**config.mk**
```make
export PLATFORM = sky130hd
export DESIGN_NAME = mem_arbiter_flat
export DESIGN_NICKNAME = d
export VERILOG_FILES = /design/src/rtl/mem_arbiter_if.sv /design/src/rtl/mem_arbiter.sv /design/src/flat_wrapper.sv
export SDC_FILE = /design/constraint.sdc
export NUM_CORES = 1
export LEC_CHECK = 0
export ABC_AREA = 1
export ABC_CLOCK_PERIOD_IN_PS = 2620
export BUFFER_PORTS_ARGS = -buffer_cell sky130_fd_sc_hd__buf_2
export CORE_MARGIN = 2
export CORE_UTILIZATION = 25
export DETAILED_ROUTE_END_ITERATION = 10
export PLACE_DENSITY = 0.5
export SETUP_SLACK_MARGIN = 0.2
export SLEW_MARGIN = 20
export SYNTH_ARGS = -nofsm -noshare
export SYNTH_HDL_FRONTEND = slang
export SYNTH_SLANG_ARGS = --single-unit
```
**constraint.sdc**
```tcl
create_clock -name clk -period 2.62 [get_ports clk]
set_clock_uncertainty 0.05 [all_clocks]
set_input_delay 0.786 -clock clk [delete_from_list [all_inputs] [get_ports clk]]
set_output_delay 0.786 -clock clk [all_outputs]
set_load 0.1 [all_outputs]
```
**src/rtl/mem_arbiter_if.sv**
```systemverilog
// Two CPU request ports plus the byte-wide memory bus, grouped for the arbiter.
// The slave view is the arbiter; the master view is its environment (requesters and memory).
interface mem_arbiter_if #(
    parameter int ADDR_WIDTH = 16,
    parameter int DATA_WIDTH = 8
);
    localparam int WORD_WIDTH = 2 * DATA_WIDTH;

    logic                  req0;
    logic                  req1;
    logic                  we0;
    logic                  we1;
    logic                  word0;
    logic                  word1;
    logic [ADDR_WIDTH-1:0] addr0;
    logic [ADDR_WIDTH-1:0] addr1;
    logic [WORD_WIDTH-1:0] wdata0;
    logic [WORD_WIDTH-1:0] wdata1;
    logic                  done0;
    logic                  done1;
    logic [WORD_WIDTH-1:0] rdata0;
    logic [WORD_WIDTH-1:0] rdata1;
    logic                  memWrite;
    logic [ADDR_WIDTH-1:0] memAddress;
    logic [DATA_WIDTH-1:0] memValue;
    logic [DATA_WIDTH-1:0] memReadValue;

    modport master (
        output req0, req1, we0, we1, word0, word1, addr0, addr1, wdata0, wdata1,
        input  done0, done1, rdata0, rdata1,
        input  memWrite, memAddress, memValue,
        output memReadValue
    );

    modport slave (
        input  req0, req1, we0, we1, word0, word1, addr0, addr1, wdata0, wdata1,
        output done0, done1, rdata0, rdata1,
        output memWrite, memAddress, memValue,
        input  memReadValue
    );
endinterface

```
**src/rtl/mem_arbiter.sv**
```systemverilog
// Round-robin arbiter between instruction-fetch (port 0) and load/store (port 1) for the
// single-port byte memory; 16-bit accesses are split into two big-endian byte accesses.
module mem_arbiter #(
    parameter int ADDR_WIDTH = 16,
    parameter int DATA_WIDTH = 8
) (
    input  logic         clk,
    input  logic         reset_n,
    mem_arbiter_if.slave bus
);
    localparam int WORD_WIDTH = 2 * DATA_WIDTH;

    typedef enum logic [2:0] {
        IDLE,
        XFER0,
        XFER1,
        CAPTURE,
        RESP
    } state_t;

    state_t                state;
    state_t                stateNext;
    logic                  grant;
    logic                  grantNext;
    logic                  lastGrant;
    logic                  lastGrantNext;
    logic [ADDR_WIDTH-1:0] addrLat;
    logic [ADDR_WIDTH-1:0] addrLatNext;
    logic                  weLat;
    logic                  weLatNext;
    logic                  wordLat;
    logic                  wordLatNext;
    logic [WORD_WIDTH-1:0] wdataLat;
    logic [WORD_WIDTH-1:0] wdataLatNext;
    logic [DATA_WIDTH-1:0] hiByte;
    logic [DATA_WIDTH-1:0] hiByteNext;

    logic                  memWriteNext;
    logic [ADDR_WIDTH-1:0] memAddressNext;
    logic [DATA_WIDTH-1:0] memValueNext;
    logic                  done0Next;
    logic                  done1Next;
    logic [WORD_WIDTH-1:0] rdata0Next;
    logic [WORD_WIDTH-1:0] rdata1Next;

    logic                  selPort;
    logic [ADDR_WIDTH-1:0] selAddr;
    logic                  selWe;
    logic                  selWord;
    logic [WORD_WIDTH-1:0] selWdata;
    logic [WORD_WIDTH-1:0] readWord;

    // On a tie the port that did not win last time is chosen.
    assign selPort  = (bus.req0 && bus.req1) ? ~lastGrant : bus.req1;
    assign selAddr  = selPort ? bus.addr1  : bus.addr0;
    assign selWe    = selPort ? bus.we1    : bus.we0;
    assign selWord  = selPort ? bus.word1  : bus.word0;
    assign selWdata = selPort ? bus.wdata1 : bus.wdata0;

    // The high byte of a word read is parked in hiByte so rdata only changes at completion.
    assign readWord = {wordLat ? hiByte : {DATA_WIDTH{1'b0}}, bus.memReadValue};

    always_ff @(posedge clk) begin
        if (!reset_n) begin
            state          <= IDLE;
            grant          <= 1'b0;
            lastGrant      <= 1'b1;
            addrLat        <= '0;
            weLat          <= 1'b0;
            wordLat        <= 1'b0;
            wdataLat       <= '0;
            hiByte         <= '0;
            bus.memWrite   <= 1'b0;
            bus.memAddress <= '0;
            bus.memValue   <= '0;
            bus.done0      <= 1'b0;
            bus.done1      <= 1'b0;
            bus.rdata0     <= '0;
            bus.rdata1     <= '0;
        end else begin
            state          <= stateNext;
            grant          <= grantNext;
            lastGrant      <= lastGrantNext;
            addrLat        <= addrLatNext;
            weLat          <= weLatNext;
            wordLat        <= wordLatNext;
            wdataLat       <= wdataLatNext;
            hiByte         <= hiByteNext;
            bus.memWrite   <= memWriteNext;
            bus.memAddress <= memAddressNext;
            bus.memValue   <= memValueNext;
            bus.done0      <= done0Next;
            bus.done1      <= done1Next;
            bus.rdata0     <= rdata0Next;
            bus.rdata1     <= rdata1Next;
        end
    end

    // Outputs are registered, so each branch computes what the bus shows in the state being entered.
    always_comb begin
        stateNext      = state;
        grantNext      = grant;
        lastGrantNext  = lastGrant;
        addrLatNext    = addrLat;
        weLatNext      = weLat;
        wordLatNext    = wordLat;
        wdataLatNext   = wdataLat;
        hiByteNext     = hiByte;
        memWriteNext   = 1'b0;
        memAddressNext = bus.memAddress;
        memValueNext   = bus.memValue;
        rdata0Next     = bus.rdata0;
        rdata1Next     = bus.rdata1;

        unique case (state)
            IDLE: begin
                if (bus.req0 || bus.req1) begin
                    stateNext      = XFER0;
                    grantNext      = selPort;
                    addrLatNext    = selAddr;
                    weLatNext      = selWe;
                    wordLatNext    = selWord;
                    wdataLatNext   = selWdata;
                    memAddressNext = selAddr;
                    if (selWe) begin
                        memWriteNext = 1'b1;
                        memValueNext = selWord ? selWdata[WORD_WIDTH-1:DATA_WIDTH]
                                               : selWdata[DATA_WIDTH-1:0];
                    end
                end
            end
            XFER0: begin
                if (wordLat) begin
                    stateNext      = XFER1;
                    memAddressNext = addrLat + ADDR_WIDTH'(1);
                    if (weLat) begin
                        memWriteNext = 1'b1;
                        memValueNext = wdataLat[DATA_WIDTH-1:0];
                    end
                end else begin
                    stateNext = weLat ? RESP : CAPTURE;
                end
            end
            XFER1: begin
                if (weLat) begin
                    stateNext = RESP;
                end else begin
                    hiByteNext = bus.memReadValue;
                    stateNext  = CAPTURE;
                end
            end
            CAPTURE: begin
                stateNext = RESP;
                if (grant) rdata1Next = readWord;
                else       rdata0Next = readWord;
            end
            RESP: begin
                stateNext     = IDLE;
                lastGrantNext = grant;
            end
            default: stateNext = IDLE;
        endcase

        done0Next = (stateNext == RESP) && !grantNext;
        done1Next = (stateNext == RESP) && grantNext;
    end
endmodule
```
**src/flat_wrapper.sv**
```systemverilog
// flat-port wrapper written by rule: the top's interface ports become plain ports
module mem_arbiter_flat 
#(
    parameter int ADDR_WIDTH = 16,
    parameter int DATA_WIDTH = 8
)
  (clk, reset_n, bus_req0, bus_req1, bus_we0, bus_we1, bus_word0, bus_word1, bus_addr0, bus_addr1, bus_wdata0, bus_wdata1, bus_done0, bus_done1, bus_rdata0, bus_rdata1, bus_memWrite, bus_memAddress, bus_memValue, bus_memReadValue);
  mem_arbiter_if #(.ADDR_WIDTH(ADDR_WIDTH), .DATA_WIDTH(DATA_WIDTH)) bus_i ();
  input  logic clk;
  input  logic reset_n;
  input wire logic [$bits(bus_i.req0)-1:0] bus_req0;
  input wire logic [$bits(bus_i.req1)-1:0] bus_req1;
  input wire logic [$bits(bus_i.we0)-1:0] bus_we0;
  input wire logic [$bits(bus_i.we1)-1:0] bus_we1;
  input wire logic [$bits(bus_i.word0)-1:0] bus_word0;
  input wire logic [$bits(bus_i.word1)-1:0] bus_word1;
  input wire logic [$bits(bus_i.addr0)-1:0] bus_addr0;
  input wire logic [$bits(bus_i.addr1)-1:0] bus_addr1;
  input wire logic [$bits(bus_i.wdata0)-1:0] bus_wdata0;
  input wire logic [$bits(bus_i.wdata1)-1:0] bus_wdata1;
  output wire logic [$bits(bus_i.done0)-1:0] bus_done0;
  output wire logic [$bits(bus_i.done1)-1:0] bus_done1;
  output wire logic [$bits(bus_i.rdata0)-1:0] bus_rdata0;
  output wire logic [$bits(bus_i.rdata1)-1:0] bus_rdata1;
  output wire logic [$bits(bus_i.memWrite)-1:0] bus_memWrite;
  output wire logic [$bits(bus_i.memAddress)-1:0] bus_memAddress;
  output wire logic [$bits(bus_i.memValue)-1:0] bus_memValue;
  input wire logic [$bits(bus_i.memReadValue)-1:0] bus_memReadValue;
  assign bus_i.req0 = bus_req0;
  assign bus_i.req1 = bus_req1;
  assign bus_i.we0 = bus_we0;
  assign bus_i.we1 = bus_we1;
  assign bus_i.word0 = bus_word0;
  assign bus_i.word1 = bus_word1;
  assign bus_i.addr0 = bus_addr0;
  assign bus_i.addr1 = bus_addr1;
  assign bus_i.wdata0 = bus_wdata0;
  assign bus_i.wdata1 = bus_wdata1;
  assign bus_done0 = bus_i.done0;
  assign bus_done1 = bus_i.done1;
  assign bus_rdata0 = bus_i.rdata0;
  assign bus_rdata1 = bus_i.rdata1;
  assign bus_memWrite = bus_i.memWrite;
  assign bus_memAddress = bus_i.memAddress;
  assign bus_memValue = bus_i.memValue;
  assign bus_i.memReadValue = bus_memReadValue;
  mem_arbiter #(.ADDR_WIDTH(ADDR_WIDTH), .DATA_WIDTH(DATA_WIDTH)) u_core (.clk(clk), .reset_n(reset_n), .bus(bus_i));
endmodule
```
[After elaboration in Yosys (flattened, before gate mapping)]
Cells that the tools add are included.
Storage, ports and cells
  word-level logic and storage cells: 67
  input port bits: 80
  register bits: 98
Cells by class
  add/sub/neg operators: 1
  bitwise logic cells: 3
  eq/ne operators: 9
  reductions and logical operators: 13
  muxes and demuxes: 26
Operator list (count)
  $mux W16: 4
  $mux W8: 6
  $pmux W16 S2: 1
  $add A16 B1 Y16 const B: 1
  $pmux W8 S2: 1
  $pmux W3 S4: 1
  $mux W1: 9
  $mux W3: 3
  $ne A2 B1 Y1 const B: 4
  $reduce_and A2 Y1: 4
  $eq A3 B2 Y1 const B: 2
  $eq A3 B3 Y1 const B: 2
  $reduce_and A5 Y1: 1
  $eq A3 B1 Y1 const B: 1
  $logic_and A1 B1 Y1: 3
  $logic_not A3 Y1: 1
  $not A1 Y1: 3
  $reduce_and A3 Y1: 1
  $pmux W1 S2: 1
  $reduce_bool A2 Y1: 1
  $logic_not A1 Y1: 1
  $logic_or A1 B1 Y1: 1

[Logic depth before layout (Yosys ltp)]
  depth after elaboration: 7
  gate-level depth with buffers: 10

[Worst setup path before layout]
Ideal clock, no wire load.
  path type: input-to-reg
  from: in bus_req0
  to: reg u_core.bus.memValue[7]
  stages on the path: 8
  setup slack: 812 ps
  buffers on the path: 1
  data required time: 2447 ps
  arrival time: 1635 ps
  cell sequence: nand2_1 nand2_2 buf_4 or2_2 o21ai_0 nand2_1 nand3_1 a21oi_1
Between the ends
  longest elaborated chain between the ends: 7
Ends and longest elaborated chain
  start: declaration: RTL line flat_wrapper.sv:11  | input wire logic [$bits(bus_i.req0)-1:0] bus_req0;
  $logic_and A1 B1 Y1: RTL line mem_arbiter.sv:54  | assign selPort = (bus.req0 && bus.req1) ? ~lastGrant : bus.req1;
  $mux W1: RTL line mem_arbiter.sv:54
  $mux W16 or $mux W1 (tied branches): RTL line mem_arbiter.sv:58, mem_arbiter.sv:57
  $mux W8: RTL line mem_arbiter.sv:127  | memValueNext = selWord ? selWdata[WORD_WIDTH-1:DATA_WIDTH]
  $mux W8: RTL line mem_arbiter.sv:125  | if (selWe) begin
  $mux W8: RTL line mem_arbiter.sv:117  | if (bus.req0 || bus.req1) begin
  $pmux W8 S2: RTL line mem_arbiter.sv:115  | unique case (state)
  end signal: assignment: RTL line mem_arbiter.sv:91  | bus.memValue <= memValueNext;
  end: declaration: RTL line mem_arbiter_if.sv:38  | output memWrite, memAddress, memValue,
Parallel ways exist; a longest one is shown, timed or not. The select of a mux whose other input is x is not followed.
A chain may end at the register's enable or synchronous reset.

[Worst setup path in the final report]
  from: reg u_core.bus.memWrite
  to: out bus_memWrite
RTL lines
  start: declaration: RTL line mem_arbiter_if.sv:38
  start signal: assignment: RTL line mem_arbiter.sv:89  | bus.memWrite <= memWriteNext;
  end: declaration: RTL line flat_wrapper.sv:25  | output wire logic [$bits(bus_i.memWrite)-1:0] bus_memWrite;
No word-level cell between the ends.

==> results.md <==
* Worst-Margin Slew at 0.593 ns
* Max-Cap Viols at 0
* CP top delay family: buffers and inverters
* Critical path fanouts, max at 1
* Worst min path class: flop to flop
* Switch Pwr at 2890 µW
* CP endpoint kind: output port
* Die Y at 139 µm
* DRC violations left at 0
* Synthesis-stage register bit count at 98
* Synth Net Count at 717
* DR iter-0 viols at 283
* Clk_lat worst skew at 0.35 ns
* Avg Inst Size Synth at 7.14 µm²
* Layout cells sized above 1 at 0.258
* Post-synthesis adder-cell area fraction at 0.00276
* Antenna cells at 0
* Worst-path clk slew at 0.07 ns
* IO Port Bufs at 138
* Number of global-route vias before repair at 4483
* Gpl congestion at 0.879
* Synth Area in Compound Gates at 0.218
* Cts hold-fix bufs at 0
* CTS Sinks at 98
* Crit path DAT at 1.17 ns
* Max Fclk at 499 MHz
* Area Growth Syn to Fin at 26.5%
* Buffer depth of the longest clock path at 2
* DR vias at 4602
* Initial antenna violation count at 0
* Clock power frac at 0.228
* Switching Share at 0.489
* IO Pins at 139
* Slowest stage cell on the critical path: buf_2
* Initial Util at 0.254
* Leak at 0.00273 µW
* Outcome: complete, no violations
* Fin. Hold Viols at 0
* Post-synthesis mux area share at 0
* R2r setup slk at 0.81 ns
* Drt wl/cell at 14.5 µm
* Max Transition Viols Final at 0
* Final setup viols at 0
* Post-DRT Antenna Nets at 0
* Vias per Instance at 4.61
* XOR/XNOR share of the synthesized area at 0.00772
* Synth Warn # at 0
* Post-CTS sizing at 0
* Combinational fraction of design power at 0.425
* Pre-antenna DRT Iters at 4
* Total Power at 5910 µW
* Proportion of synthesized chip area in sequential cells at 0.432
* H-tree depth at 3
* CTS tree: built
* Gr usage total at 0.152
* Die footprint at 19300 µm²
* Gate Count Post-Synth at 636
* Unique masters post-synth at 34
* Final Cycle Share at 0.765
* Max stage delay on crit path at 0.44 ns
* Internal Power at 3020 µW
* Simple-Gate Fraction of Synth Area at 0.264
* First-pass GRT wire length at 23.5 mm
* CP required at 1.78 ns
* M3 GR Usage at 0.0418
* CORE AREA at 17900 µm²
* Final min period at 2.00 ns
* Met1 capacity usage during global routing at 0.193
* Largest family of logic cells by synthesized area: simple AND/OR/NAND/NOR gates
* Power Density at 1030 nW/µm²
* Worst path bufs/invs at 1
* Type of the worst setup path: flop to output port
* Met2 Use GR at 0.251
* Post-Route Setup TNS at 0 ns
* VDD IR-drop max at 0.000458 V
* Routed Wire Length at 14.5 mm
* Row cnt at 49
* Unrepaired setup endpoints after global routing: no
* Post-CTS Repair Setup Buffers at 0
* Post-DP HPWL at 10.4 mm
* Sequential share of power at 0.347
* Hold slack at 0.421 ns
* Worst slew margin at 0.604
* Layer with the highest usage: met2
* CTS buffer count at 9
* Largest net degree at the start of global routing at 39
* Most common cell after layout, fill and taps aside: buf_2
* Crit-path cells: buf_2
* GRT overflow at 0
* Cell Area, Synth at 4540 µm²
* Die width at 139 µm
* Root buffer cell: clkbuf_16
* Most frequent cells in the layout: buf_2, nand2_1, dfxtp_1
* Worst Setup Start Kind: flop
* Nets at 846
-- state kept, by name, summed over array words and instances (netlist names) --
| name | cells |
|---|---|
| u_core.addrLat | 16 |
| u_core.bus.memAddress | 16 |
| u_core.bus.rdata0 | 16 |
| u_core.bus.rdata1 | 16 |
| u_core.bus.memValue | 8 |
| u_core.hiByte | 8 |
| u_core.wdataLat | 8 |
| u_core.state | 3 |
| u_core.bus.done0 | 1 |
| u_core.bus.done1 | 1 |
| u_core.bus.memWrite | 1 |
| u_core.grant | 1 |
| u_core.lastGrant | 1 |
| u_core.weLat | 1 |
| u_core.wordLat | 1 |
-- final cells by class --
| type | instances | area [µm²] |
|---|---|---|
| Fill cell | 1943 | 12200 |
| Multi-Input combinational cell | 465 | 2240 |
| Sequential cell | 98 | 1960 |
| Timing Repair Buffer | 152 | 808 |
| Tap cell | 229 | 287 |
| Clock buffer | 9 | 225 |
| Inverter | 39 | 146 |
| Clock inverter | 7 | 78.8 |
-- layer usage --
layer  wire [µm]  share of wire
met1        6720           0.46
met2        6750           0.47
met3         745          0.052
met4         242          0.017
met5           0              0
-- kinds of logic (layout without fill, tap and decap cells) --
logic type               after synthesis  count (layout)
flip-flops                            98              98
adder cells (fa/ha/maj)                1               1
AO/OA/AOI/OAI                        179             179
buffers and inverters                 73             207
XOR/XNOR                               4               4
AND/OR/NAND/NOR                      281             281
-- through the flow --
step	setup WS (ns)	utilization	cells	cell area, µm²
2_1_floorplan	0.812	-	636	4540
3_3_place_gp	0.342	0.304	983	5440
3_5_place_dp	0.319	0.304	983	5440
4_1_cts	0.585	0.321	999	5740
5_1_grt	0.496	0.321	999	5740
6_report	0.616	0.321	999	5740
-- power by group through the flow --
stage               registers (µW)  logic, µW  clock network (µW)
floorplan                     3100        987                   0
global placement              2090       2530                   0
detailed placement            2080       2530                   0
CTS                           2050       2530                1410
global route                  2100       2720                1460
finish                        2050       2510                1350
-- path summary, 6_finish.rpt --
check                                          start                  endpoint  cells past startpoint
worst max-delay path             u_core.bus.memWrite              bus_memWrite                      1
worst min-delay path            u_core.bus.rdata1[8]      u_core.bus.rdata1[8]                      1
worst max register to register       u_core.state[2]  u_core.bus.memAddress[0]                      8
worst min register to register  u_core.bus.rdata1[8]      u_core.bus.rdata1[8]                      1
-- synthesized netlist by cell type --
master     instances  share of area
a211oi_2           3         0.0083
ha_1               1         0.0028
o31ai_1            1         0.0017
buf_6              5          0.012
nand4_1            4         0.0055
o211ai_1           2         0.0033
nand2_1          136           0.11
o21a_1             2         0.0033
buf_4              3         0.0050
clkinv_1           1        0.00083
inv_2              5         0.0041
clkbuf_1          10         0.0083
a21oi_1           48          0.053
o21ai_1           10          0.011
nand2_4            1         0.0025
o2111ai_2          1         0.0033
or2_1              1         0.0014
or2_2             10          0.014
o21ai_0           83          0.091
buf_2             16          0.018
dfxtp_1           98           0.43
a31oi_1           19          0.026
a22oi_1            8          0.013
o21ai_2            1         0.0019
nor2_4             4         0.0099
nor3_1             1         0.0011
nand2_2            5         0.0069
xor2_1             2         0.0039
nand3_2            1         0.0022
xnor2_1            2         0.0039
inv_1             33          0.027
o22ai_1            1         0.0014
nor2_1            79          0.065
nand3_1           39          0.043
Power figures use the tool's default switching activity.
